**src/rtl/hilo_mdu_pkg.sv**
```systemverilog
// ============================================================================
// Module  : hilo_mdu_pkg
// Brief   : Shared operation codes, FSM states and helpers for the HI/LO MDU.
// Rev     : 1.0  initial release
// ============================================================================
`default_nettype none

package hilo_mdu_pkg;

  localparam int MDU_DATA_W = 32;

  typedef enum logic [2:0] {
    MDU_OP_MULT  = 3'd0,
    MDU_OP_MULTU = 3'd1,
    MDU_OP_DIV   = 3'd2,
    MDU_OP_DIVU  = 3'd3,
    MDU_OP_MTHI  = 3'd4,
    MDU_OP_MTLO  = 3'd5
  } mdu_op_e;

  typedef enum logic [1:0] {
    ST_IDLE = 2'd0,
    ST_CALC = 2'd1,
    ST_DONE = 2'd2
  } mdu_state_e;

  function automatic logic [MDU_DATA_W-1:0] neg_w(input logic [MDU_DATA_W-1:0] v);
    return ~v + MDU_DATA_W'(1);
  endfunction

  function automatic logic [MDU_DATA_W-1:0] mag_w(input logic [MDU_DATA_W-1:0] v,
                                                  input logic is_signed);
    return (is_signed && v[MDU_DATA_W-1]) ? neg_w(v) : v;
  endfunction

endpackage

`default_nettype wire

```
**src/rtl/mdu_step.sv**
```systemverilog
// ============================================================================
// Module  : mdu_step
// Brief   : One radix-2 iteration: shift-add multiply or restoring divide.
// Rev     : 1.0  initial release
// ============================================================================
`default_nettype none

module mdu_step
  import hilo_mdu_pkg::*;
#(
  parameter int W = MDU_DATA_W
) (
  input  logic [2*W-1:0] acc,
  input  logic [W-1:0]   operand,
  input  logic           is_div,
  output logic [2*W-1:0] acc_next
);

  logic [W:0] w_mul_sum;
  logic [W:0] w_rem_sh;
  logic [W:0] w_diff;

  // Multiply: acc = {partial, multiplier}; divide: acc = {remainder, quotient}.
  always_comb begin
    w_mul_sum = {1'b0, acc[2*W-1:W]} + (acc[0] ? {1'b0, operand} : '0);
    w_rem_sh  = acc[2*W-1:W-1];
    w_diff    = w_rem_sh - {1'b0, operand};
    acc_next  = {w_mul_sum, acc[W-1:1]};
    if (is_div) begin
      if (!w_diff[W]) acc_next = {w_diff[W-1:0], acc[W-2:0], 1'b1};
      else            acc_next = {w_rem_sh[W-1:0], acc[W-2:0], 1'b0};
    end
  end

endmodule

`default_nettype wire

```
**src/rtl/hilo_mdu.sv**
```systemverilog
// ============================================================================
// Module  : hilo_mdu
// Brief   : Iterative MULT/DIV unit driving the HI/LO register file writes.
// Rev     : 1.0  initial release
// ============================================================================
`default_nettype none

module hilo_mdu
  import hilo_mdu_pkg::*;
#(
  parameter int DATA_W = 32,
  parameter int ITERS  = 32
) (
  input  logic              clk,
  input  logic              rst,
  input  logic              start,
  input  logic [2:0]        op,
  input  logic [DATA_W-1:0] rs_val,
  input  logic [DATA_W-1:0] rt_val,
  input  logic              flush,
  output logic              busy,
  output logic              we_hi,
  output logic              we_lo,
  output logic [DATA_W-1:0] wd_hi,
  output logic [DATA_W-1:0] wd_lo
);

  localparam int CNT_W = $clog2(ITERS);
  localparam logic [CNT_W-1:0] c_last = CNT_W'(ITERS - 1);

  mdu_state_e          r_state;
  mdu_state_e          w_next_state;
  logic [CNT_W-1:0]    r_cnt;
  logic [2*DATA_W-1:0] r_acc;
  logic [DATA_W-1:0]   r_opnd;
  logic                r_is_div;
  logic                r_neg_lo;
  logic                r_neg_hi;

  logic [2*DATA_W-1:0] w_acc_next;
  logic [2*DATA_W-1:0] w_prod;
  logic [DATA_W-1:0]   w_res_hi;
  logic [DATA_W-1:0]   w_res_lo;
  logic                w_accept;
  logic                w_is_mt;
  logic                w_is_div;
  logic                w_signed;
  logic                w_last;

  mdu_step #(.W(DATA_W)) u_step (
    .acc      (r_acc),
    .operand  (r_opnd),
    .is_div   (r_is_div),
    .acc_next (w_acc_next)
  );

  always_comb begin
    w_is_mt  = (op == MDU_OP_MTHI) || (op == MDU_OP_MTLO);
    w_is_div = (op == MDU_OP_DIV)  || (op == MDU_OP_DIVU);
    w_signed = (op == MDU_OP_MULT) || (op == MDU_OP_DIV);
    w_last   = (r_state == ST_CALC) && (r_cnt == c_last);
    // Reserved ops (6, 7) are never accepted.
    w_accept = (r_state != ST_CALC) && start && (op < 3'd6);

    w_next_state = r_state;
    case (r_state)
      ST_IDLE, ST_DONE: begin
        w_next_state = ST_IDLE;
        if (w_accept) w_next_state = w_is_mt ? ST_DONE : ST_CALC;
      end
      ST_CALC: if (w_last) w_next_state = ST_DONE;
      default: w_next_state = ST_IDLE;
    endcase
    if (flush) w_next_state = ST_IDLE;
  end

  // Sign fix-up is applied to the final step's output so the write data lands
  // in the same edge that enters DONE.
  always_comb begin
    w_prod   = r_neg_lo ? (~w_acc_next + (2*DATA_W)'(1)) : w_acc_next;
    w_res_lo = w_prod[DATA_W-1:0];
    w_res_hi = w_prod[2*DATA_W-1:DATA_W];
    if (r_is_div) begin
      w_res_lo = r_neg_lo ? neg_w(w_acc_next[DATA_W-1:0]) : w_acc_next[DATA_W-1:0];
      w_res_hi = r_neg_hi ? neg_w(w_acc_next[2*DATA_W-1:DATA_W])
                          : w_acc_next[2*DATA_W-1:DATA_W];
    end
  end

  always_ff @(posedge clk) begin
    if (rst) begin
      r_state  <= ST_IDLE;
      r_cnt    <= '0;
      r_acc    <= '0;
      r_opnd   <= '0;
      r_is_div <= 1'b0;
      r_neg_lo <= 1'b0;
      r_neg_hi <= 1'b0;
      busy     <= 1'b0;
      we_hi    <= 1'b0;
      we_lo    <= 1'b0;
      wd_hi    <= '0;
      wd_lo    <= '0;
    end else begin
      r_state <= w_next_state;
      busy    <= (w_next_state == ST_CALC);
      we_hi   <= 1'b0;
      we_lo   <= 1'b0;
      if (r_state == ST_CALC) begin
        r_acc <= w_acc_next;
        r_cnt <= r_cnt + CNT_W'(1);
      end
      if (!flush) begin
        if (w_accept && w_is_mt) begin
          if (op == MDU_OP_MTHI) begin
            we_hi <= 1'b1;
            wd_hi <= rs_val;
          end else begin
            we_lo <= 1'b1;
            wd_lo <= rs_val;
          end
        end else if (w_accept) begin
          r_cnt    <= '0;
          r_is_div <= w_is_div;
          r_neg_lo <= w_signed && (rs_val[DATA_W-1] ^ rt_val[DATA_W-1]);
          r_neg_hi <= w_signed && rs_val[DATA_W-1];
          r_acc    <= {{DATA_W{1'b0}}, mag_w(w_is_div ? rs_val : rt_val, w_signed)};
          r_opnd   <= mag_w(w_is_div ? rt_val : rs_val, w_signed);
        end
        if (w_last) begin
          we_hi <= 1'b1;
          we_lo <= 1'b1;
          wd_hi <= w_res_hi;
          wd_lo <= w_res_lo;
        end
      end
    end
  end

endmodule

`default_nettype wire

```
**config.mk**
```make
export PLATFORM = sky130hd
export DESIGN_NAME = hilo_mdu
export DESIGN_NICKNAME = d
export VERILOG_FILES = /design/src/rtl/hilo_mdu_pkg.sv /design/src/rtl/mdu_step.sv /design/src/rtl/hilo_mdu.sv
export SDC_FILE = /design/constraint.sdc
export NUM_CORES = 1
export LEC_CHECK = 0
export BUFFER_PORTS_ARGS = -buffer_cell sky130_fd_sc_hd__buf_2
export CORE_UTILIZATION = 55
export DETAILED_ROUTE_END_ITERATION = 8
export PLACE_DENSITY = 0.77
export SLEW_MARGIN = 20
export SYNTH_ARGS = -nofsm -noshare
export SYNTH_HDL_FRONTEND = slang
export SYNTH_SLANG_ARGS = --single-unit
```
**constraint.sdc**
```tcl
create_clock -name clk -period 10.7 [get_ports clk]
set_clock_uncertainty 0.2 [all_clocks]
set_input_delay 1.07 -clock clk [delete_from_list [all_inputs] [get_ports clk]]
set_output_delay 1.07 -clock clk [all_outputs]
set_load 0.03 [all_outputs]
```
==> flow_summary.ini <==
[die]
core_um2 = 28900
io_pins = 138
die-area_um2 = 30300
die_x_um = 174
initial_core_util_pct = 56.3
num_rows = 62
die_y_um = 174

[worst_setup_path]
r2r-end = wd_hi[6]
reg2reg_from = r_acc[31]
worstSetupEndpointType = register
crit_family = compound AO/OA/AOI/OAI gates
startpoint_type = register
cpMaxStageDelayCell = nor3_1
worstPathArrival_ns = 6.43
cp_max_fo = 6
critPathMaxStageDelay_ns = 0.63
rrSetupSlack_ns = 4.45
crit_path_cell_trace = inv_1, ha_1, inv_1, fa_1, a211oi_1, o211ai_1, and3_2, o21a_2, o2111a_1, a21oi_1, ha_1, o21ai_0, or3_1, or2_2, nand2b_1, nor3_1, nor2_1, o41ai_1, xnor2_1, nand2_1, a311oi_1
crit_required_ns = 10.88
crit_type = reg2reg
crit_cells = 21
crit_end = wd_hi[6]
ff2ff_path_depth = 21
crit_start = r_acc[31]
critical_path_buf_inv_count = 2

[pwr]
p_seq_share_pct = 33.8
power.share.switching_pct = 38.7
ir_worst_vdd_mv = 0.115
p_int_mw = 1.25
combPwrFrac_pct = 33.5
p_per_area_nw_per_um2 = 115
leakagePower_nw = 7.13
clkPwrFrac_pct = 32.8
p_sw_mw = 0.786

[cts]
cts_buffers = 17
htreeDepth = 4
cts_resized = 0
clock_latency_ns = 0.47
postCtsHoldBufs = 0
cts.sinks = 173
max-clock-path-buffers = 2
cts_tree = done
post_cts_buffers = 0
clk_root_buffer_cell = clkbuf_16
clkTransAtPathRegs_ns = 0.07

[timing]
slew_violations = 0
worst_slew_pin_slew_ns = 1.08
final_hold_viol_count = 0
fin_tns_setup_ns = 0
period_needed_ns = 6.25
rsz0062_at_grt = false
setup_viol = 0
slew_headroom_pct = 28.3
timing.fmax_mhz = 160
period_share_pct = 58.4

[global_routing]
grt_max_degree = 102
grt_pass1_wl_mm = 96.8
grt_usage_pct = 41.6
overflow = 0
grt_pass1_vias = 16600
antenna_found_initial = 0

[synthesis]
seq_area_frac_synth_pct = 21.3
yosysWarnings = 0
synth.most_common_cell = nand2_1
synth_edf_count = 0
yosys.area.top_type = dfxtp_1
synth_commonest_cells = nand2_1 (284), nor2_1 (275), a21oi_1 (225)
syn_inst = 2273
yosysUniqueCellTypes = 104
syn_avg_cell_area_um2 = 7.17
synth_seq_cells = 173
netlist.area_leader.share_pct = 21.3
synthTopCellsByArea = dfxtp_1 (21%), mux2i_1 (6.9%), a21oi_1 (6.9%)
ys.flop_type = dfxtp_1
syn_area_um2 = 16300
synth_nets = 2416
async_reset_ff_share_pct = 0

[drt]
first_pass_iters = 6
drt_iter0_drc = 1991
route.detailed.drc = 0
via_per_inst = 6.58
num_vias = 17800
wire_per_inst_um = 23.7
drt-total-wl_mm = 64.1
antenna_left = 0

[layout]
n_antenna_cell = 0
drive_gt1_share_pct = 11.3
seq_area_um2 = 3470
final_nets = 2448
nFillCells = 2746
stdcell_count = 2702
areaGrowthSynthToFinish_pct = 8.36
finalInstanceArea_um2 = 17700
multi_input_area_um2 = 12000

[min_path]
worstHoldStart = r_opnd[29]
hold_class = reg2reg

[place]
portBuffers = 137
placed_cell_area_um2 = 17100
dpl.cell_count = 2670
hpwl_mm = 49.0
gp_routability_congestion = 1.01

[status]
outcome = finished clean

[run]
maxCapViolCount = 0
-- placed cells by master (no fill, tap or decap), types with 6 or more instances in the layout --
cell type | Yosys | final
a211o_1 | 7 | 7
a211oi_1 | 54 | 54
a21boi_0 | 7 | 7
a21o_1 | 26 | 26
a21oi_1 | 225 | 223
a311oi_1 | 30 | 30
a31oi_1 | 31 | 31
and2_1 | 47 | 46
and3_1 | 26 | 26
buf_2 | 22 | 136
buf_4 | 0 | 23
clkbuf_16 | 0 | 17
dfxtp_1 | 173 | 172
ha_1 | 70 | 70
inv_1 | 62 | 62
mux2_2 | 8 | 8
mux2i_1 | 113 | 113
nand2_1 | 284 | 283
nand2b_1 | 15 | 14
nand3_1 | 38 | 38
nand4_1 | 22 | 22
nor2_1 | 275 | 274
nor2b_1 | 10 | 9
nor3_1 | 78 | 77
nor3b_1 | 8 | 8
nor4_1 | 10 | 10
o211ai_1 | 26 | 26
o21a_1 | 19 | 19
o21ai_0 | 124 | 124
o21bai_1 | 6 | 6
o221ai_1 | 6 | 6
o31ai_1 | 10 | 10
o41ai_1 | 7 | 7
or3_1 | 30 | 30
xnor2_1 | 82 | 82
xor2_1 | 61 | 61
-- flip-flops by register name, summed over array words and instances, names as in the netlist --
signal,cells
r_acc,64
we_lo,1
busy,1
r_neg_hi,1
r_opnd,32
r_cnt,5
r_state,2
r_neg_lo,1
r_is_div,1
wd_lo,32
wd_hi,32
we_hi,1
-- power groups by stage --
| stage | Sequential (mW) | Combinational (mW) | Clock (mW) |
|---|---|---|---|
| after detailed placement | 0.700 | 0.657 | 0 |
| after global placement | 0.700 | 0.652 | 0 |
| final | 0.687 | 0.680 | 0.667 |
| after CTS | 0.686 | 0.662 | 0.666 |
| after floorplan | 0.702 | 0.465 | 0 |
| after global routing | 0.688 | 0.725 | 0.692 |
-- worst register-to-register path, delay by kind of cell, from the launching register on --
family,cells,cell delay (ns)
compound gates,8,2.29
simple gates,7,2.22
fa+ha+maj,3,0.81
flops,1,0.33
xor+xnor,1,0.17
buf+inv,2,0.14
-- worst min-delay path by stage --
stage | slack, ns | end | cells past startpoint
after floorplan | 0.24 | r_opnd[10] | 2
after global placement | 0.25 | r_cnt[4] | 2
after detailed placement | 0.26 | r_opnd[7] | 2
after CTS | 0.27 | r_opnd[29] | 2
after global routing | 0.29 | r_opnd[29] | 2
final | 0.27 | r_opnd[29] | 2
-- final cells by class --
cell class	count	share of cell area [%]
timing repair buffer	160	4.90
clock buffer	20	2.53
clock inverter	12	0.857
tap	384	2.72
multi-input combinational	1890	68.0
sequential	173	19.6
inverter	63	1.34
-- metal layers --
layer / vias to the layer above / share of wire (%) / track usage, %
met5: - / 0 / 0
met4: 0 / 8.3 / 32.2
met3: 234 / 8.5 / 6.69
met2: 954 / 45 / 65.5
met1: 8329 / 39 / 50.9
li1: 8260 / - / -
-- metrics by stage --
stage / utilization (%) / hold slack, ns / worst slack, ns / total power [mW]
5_1_grt: 61.0 / 0.288 / 4.08 / 2.11
4_1_cts: 61.0 / 0.269 / 4.65 / 2.01
3_5_place_dp: 59.0 / 0.260 / 4.69 / 1.36
2_1_floorplan: - / 0.240 / 5.02 / 1.17
3_3_place_gp: 59.0 / 0.248 / 4.85 / 1.35
6_report: 61.0 / 0.267 / 4.45 / 2.03
-- cells by family (layout without fill, tap and decap cells) --
kind of cell / count (synthesis) / in the layout / synth area share, %
fa+ha+maj: 72 / 72 / 5.62
mux: 124 / 124 / 7.72
xor+xnor: 143 / 143 / 7.69
buf+inv: 210 / 255 / 5.29
simple gates: 883 / 883 / 25.3
flops: 173 / 173 / 21.3
compound gates: 668 / 668 / 27.1
(Power assumes the default switching activity.)
